<file path="src/rtl/rho_lane_sequencer.sv">
// Walks the GRIDxGRID lane sequence, rotating each lane in place by its triangular offset.
// Latency: first read 1 cycle after start, first write 3 cycles after; 4 cycles + REDUCE per lane.
// Backpressure: none; lane RAM must return read data exactly one cycle after mem_rd.
module rho_lane_sequencer #(
  parameter int GRID   = 5,
  parameter int LANE_W = 64,
  parameter int ADDR_W = 5,
  parameter int OFF_W  = 7,
  parameter int CNT_W  = 6
) (
  input  logic              clk,
  input  logic              rst,
  input  logic              start,
  input  logic              mode,
  output logic              busy,
  output logic              done,
  output logic [ADDR_W-1:0] mem_addr,
  output logic              mem_rd,
  input  logic [LANE_W-1:0] mem_rdata,
  output logic              mem_wr,
  output logic [LANE_W-1:0] mem_wdata
);

  localparam int XY_W  = (GRID > 2) ? $clog2(GRID) : 1;
  localparam int NY_W  = (GRID > 1) ? $clog2(5*(GRID-1)+1) : 1;
  localparam int STEPS = GRID*GRID-1;

  localparam logic [CNT_W-1:0] LAST_T = CNT_W'(STEPS-1);
  localparam logic [NY_W-1:0]  GRID_N = NY_W'(GRID);
  localparam logic [OFF_W-1:0] LANE_N = OFF_W'(LANE_W);

  typedef enum logic [2:0] {
    S_IDLE, S_READ, S_WAIT, S_WRITE, S_ADVANCE, S_REDUCE, S_DONE
  } state_t;

  state_t            state;
  logic [XY_W-1:0]   x, y;
  logic [NY_W-1:0]   ny_raw;
  logic [OFF_W-1:0]  off_raw, offset;
  logic [CNT_W-1:0]  t;
  logic [LANE_W-1:0] lane_r;
  logic              mode_r;

  logic [2*LANE_W-1:0] lane_dbl;
  logic [OFF_W-1:0]    shamt;

  // Address is a pure function of the current lane coordinates.
  assign mem_addr = ADDR_W'(y) * ADDR_W'(GRID) + ADDR_W'(x);

  // Both directions share one right shifter over the doubled lane: rotate left by k
  // is rotate right by LANE_W-k, and a shift of LANE_W returns the lane unchanged.
  assign lane_dbl  = {lane_r, lane_r};
  assign shamt     = mode_r ? offset : (LANE_N - offset);
  assign mem_wdata = LANE_W'(lane_dbl >> shamt);

  // Sequencer FSM; strobes and handshake outputs are registered alongside the next state.
  always_ff @(posedge clk or posedge rst) begin
    if (rst) begin
      state   <= S_IDLE;
      x       <= '0;
      y       <= '0;
      t       <= '0;
      ny_raw  <= '0;
      off_raw <= '0;
      offset  <= '0;
      mode_r  <= 1'b0;
      lane_r  <= '0;
      busy    <= 1'b0;
      done    <= 1'b0;
      mem_rd  <= 1'b0;
      mem_wr  <= 1'b0;
    end else begin
      done   <= 1'b0;
      mem_rd <= 1'b0;
      mem_wr <= 1'b0;
      case (state)
        S_IDLE: begin
          if (start) begin
            mode_r <= mode;
            x      <= XY_W'(1);
            y      <= '0;
            t      <= '0;
            offset <= OFF_W'(1);
            busy   <= 1'b1;
            mem_rd <= 1'b1;
            state  <= S_READ;
          end
        end
        S_READ: begin
          state <= S_WAIT;
        end
        S_WAIT: begin
          lane_r <= mem_rdata;
          mem_wr <= 1'b1;
          state  <= S_WRITE;
        end
        S_WRITE: begin
          if (t == LAST_T) begin
            busy  <= 1'b0;
            done  <= 1'b1;
            state <= S_DONE;
          end else begin
            state <= S_ADVANCE;
          end
        end
        S_ADVANCE: begin
          // Unreduced next y and next offset; the offset grows by t+2 each step.
          x       <= y;
          ny_raw  <= (NY_W'(x) << 1) + NY_W'(y) + (NY_W'(y) << 1);
          off_raw <= offset + OFF_W'(t) + OFF_W'(2);
          t       <= t + CNT_W'(1);
          state   <= S_REDUCE;
        end
        S_REDUCE: begin
          // Iterative modulo by repeated subtraction, both operands in parallel.
          if (ny_raw >= GRID_N || off_raw >= LANE_N) begin
            if (ny_raw >= GRID_N)  ny_raw  <= ny_raw - GRID_N;
            if (off_raw >= LANE_N) off_raw <= off_raw - LANE_N;
          end else begin
            y      <= XY_W'(ny_raw);
            offset <= off_raw;
            mem_rd <= 1'b1;
            state  <= S_READ;
          end
        end
        S_DONE: begin
          state <= S_IDLE;
        end
        default: begin
          busy  <= 1'b0;
          state <= S_IDLE;
        end
      endcase
    end
  end

endmodule
</file>
<file path="config.mk">
export PLATFORM = sky130hd
export DESIGN_NAME = rho_lane_sequencer
export DESIGN_NICKNAME = d
export VERILOG_FILES = /design/src/rtl/rho_lane_sequencer.sv
export SDC_FILE = /design/constraint.sdc
export NUM_CORES = 1
export LEC_CHECK = 0
export CORE_UTILIZATION = 45
export CTS_CLUSTER_SIZE = 40
export DETAILED_ROUTE_END_ITERATION = 7
export PLACE_DENSITY = 0.69
export SYNTH_ARGS = -nofsm -noshare
export SYNTH_HDL_FRONTEND = slang
export SYNTH_SLANG_ARGS = --single-unit
</file>
<file path="constraint.sdc">
create_clock -name clk -period 8.33 [get_ports clk]
set_input_delay 0.833 -clock clk [delete_from_list [all_inputs] [get_ports clk]]
set_output_delay 0.833 -clock clk [all_outputs]
set_load 0.05 [all_outputs]
</file>
==> results.yml <==
run:
  drv_cap: 0
sta:
  drv_slew: 0
  clock.fmax_mhz: 177
  tns_ns: 0
  max-slew-margin-rel: 0.231
  final.period_utilization: 0.679
  rsz0062_at_grt: "no"
  setup_viol: 0
  skew_ns: 0.0107
  hold_viol: 0
  worst_pin_slew_ns: 1.15
  final.min_clock_period_ns: 5.65
critical_path:
  crit_top_cell: "buf_4"
  path_cells: "inv_2, ha_1, mux2_2, buf_4, nor3_2, buf_4, a22oi_1, a21oi_1, nor3_1, o32ai_1, clkdlybuf4s50_1"
  critical-path-slowest-cell: "clkdlybuf4s50_1"
  path_class: "register to output pin"
  r2r-start: "state[2]$_DFFE_PP0P_"
  cp.arrival_ns: 4.82
  path_max_fanout: 42
  startpoint_type: "register"
  end_kind: "output pin"
  cp.required_ns: 7.50
  max_stage_delay_ns: 0.87
  crit_start: "offset[0]$_DFFE_PP0P_"
layout:
  num-nets-final: 1217
  nFillCells: 1986
  drive_gt1_frac: 0.181
  n_antenna_cell: 0
  utilization: 0.547
  area_growth_pct: 18.9
global_route:
  grt_max_degree: 80
  gr-usage-all-layers: 0.291
  grt_pass1_vias: 8520
  grt-ovfl-total: 0
  antenna_found_initial: 0
  grt_first_pass_wirelength_um: 50900
clocking:
  path_clk_slew_ns: 0.08
  cts_htree_levels: 3
  post-cts-setup-buffers: 0
  tritoncts: "yes"
  postCtsHoldBufs: 0
  cts-root-buf: "clkbuf_16"
  cts_buffers: 9
  cts_buffer_depth: 2
  clock-sinks: 103
  cts-resized-gates: 0
  clk_latency_ns: 0.36
logic_synthesis:
  synth_edf_count: 0
  netlist_area_um2: 10100
  synth_ff_type: "dfrtp_1"
  synth_common_cells: "nand2_1 (135), dfrtp_1 (103), mux2i_1 (94)"
  synth_top_area_cell: "dfrtp_1"
  ys_types: 60
  synth.most_common_cell: "nand2_1"
  ys_seq_area_frac: 0.256
  netlist.area_leader.share: 0.256
  synth-seq-cells: 103
  syn-mean-instance-area_um2: 9.73
  synth_warnings: 0
  async_reset_ff_frac: 1.00
  syn_inst: 1036
  synth_nets: 1134
  synth_area_leaders: "dfrtp_1 (26%), mux4_2 (16%), mux2i_1 (9.3%)"
power_and_ir_drop:
  ir_drop_mv: 0.128
  power_leakage_nw: 4.82
  power_density_nw_per_um2: 106
detailed_routing:
  routed_wl_um: 32700
  via_count: 9460
  via_per_inst: 6.74
  route.detailed.drc: 0
  drt-pass1-iter-count: 5
  wl_per_cell_um: 23.3
  ant_nets: 0
  drtIter0Drc: 1213
die:
  fp.dieW_um: 152
  die_h_um: 152
  dieArea_um2: 23000
  start_util: 0.460
  std_cell_rows: 54
  num_io_pins: 141
  design.core.area_um2: 21900
placement:
  place_congestion: 0.986
  hpwl_um: 24700
  io_buffers: 140
hold_path:
  hold_class: "register to register"
  min-delay-start: "off_raw[2]$_DFFE_PP0P_"
outcome:
  status: "complete, no violations"
flip-flops by register name, indices dropped and copies added (netlist names):
register  count
mem_rd        1
done          1
state         3
x             3
mode_r        1
off_raw       7
y             3
busy          1
t             6
ny_raw        5
offset        7
lane_r       64
mem_wr        1
report_power, final:
group          switching (W)  internal (W)  total [W]
Combinational       0.000158      0.000124   0.000282
Clock               0.000202      0.000247   0.000448
Sequential         0.0000276      0.000515   0.000543
Total               0.000387      0.000886    0.00127
per-layer routing:
metal / global-route usage / wire length, um / part of all wire
met1: 0.456 / 14800 / 0.45
met2: 0.409 / 13900 / 0.43
met4: 0.0797 / 675 / 0.021
met5: 0 / 0 / 0
met3: 0.0476 / 3210 / 0.098
worst max-delay path: cells and delay by family, from the launching register on:
family / cells / cell delay [ns]
buffers and inverters: 4 / 1.78
muxes: 1 / 0.27
and+or+nand+nor: 2 / 0.85
adders and majority gates: 1 / 0.31
AOI/OAI and AO/OA: 3 / 0.72
DFF: 1 / 0.51
path summary, 6_finish.rpt:
kind / to / slack (ns) / depth (start not counted)
worst min-delay path: off_raw[2]$_DFFE_PP0P_ / 0.48 / 2
worst min register to register: off_raw[2]$_DFFE_PP0P_ / 0.48 / 2
worst max register to register: offset[6]$_DFFE_PP0P_ / 5.98 / 6
min in group asynchronous: mem_wr$_DFF_PP0_ / 0.91 / 2
worst max-delay path: mem_wdata[41] / 2.68 / 11
max in group asynchronous: offset[0]$_DFFE_PP0P_ / 6.20 / 3
per-stage QoR:
step           std cells  total power, W  area [um2]  setup slack, ns  hold WS, ns
6_report            1404         0.00127       12000             2.68        0.483
5_1_grt             1404         0.00131       12000             2.42        0.497
4_1_cts             1404         0.00128       12000             2.72        0.483
3_3_place_gp        1388        0.000827       11700             3.19        0.458
2_1_floorplan       1036        0.000713       10100             3.70        0.446
3_5_place_dp        1388        0.000829       11700             3.10        0.463
logic make-up (layout without fill, tap and decap cells):
logic type,Yosys count,in the layout,synth area share
AO/OA/AOI/OAI,291,291,0.193
AND/OR/NAND/NOR,246,246,0.107
multiplexers,244,244,0.343
buffers and inverters,107,195,0.0476
flip-flops,103,103,0.256
adder cells (fa/ha/maj),30,30,0.0410
XOR/XNOR,15,15,0.0130
layout make-up:
type / instances / area, um2 / share of cell area
clock inverter: 6 / 77.6 / 0.00647
sequential: 103 / 2580 / 0.215
timing repair buffer: 157 / 1530 / 0.128
tap: 280 / 350 / 0.0292
clock buffer: 10 / 239 / 0.0199
multi-input combinational: 826 / 7120 / 0.594
inverter: 22 / 85.1 / 0.00710
layout by cell type (no fill, tap or decap), drive strengths merged, types with 5 or more instances in the layout:
cell type      netlist  final
buf                 47     17
a22o                 7      7
nand3               14     14
a221oi              11     11
nand2              136    136
fa                   5      5
nor4                 7      7
mux2                77     77
xnor2                9      9
o21ai               47     47
a31oi                7      7
mux2i               94     94
o31ai                7      7
clkbuf              38     10
nor3                25     25
a22oi               53     53
dfrtp              103    103
mux4                73     73
o211ai               7      7
o22ai               32     32
a32oi                8      8
ha                  25     25
nor2                42     42
a21oi               59     59
a2bb2oi              6      6
inv                 22     24
a211oi              16     16
xor2                 6      6
o221ai               5      5
clkdlybuf4s50        0    140
No activity file was read; power rests on OpenSTA's default activity.
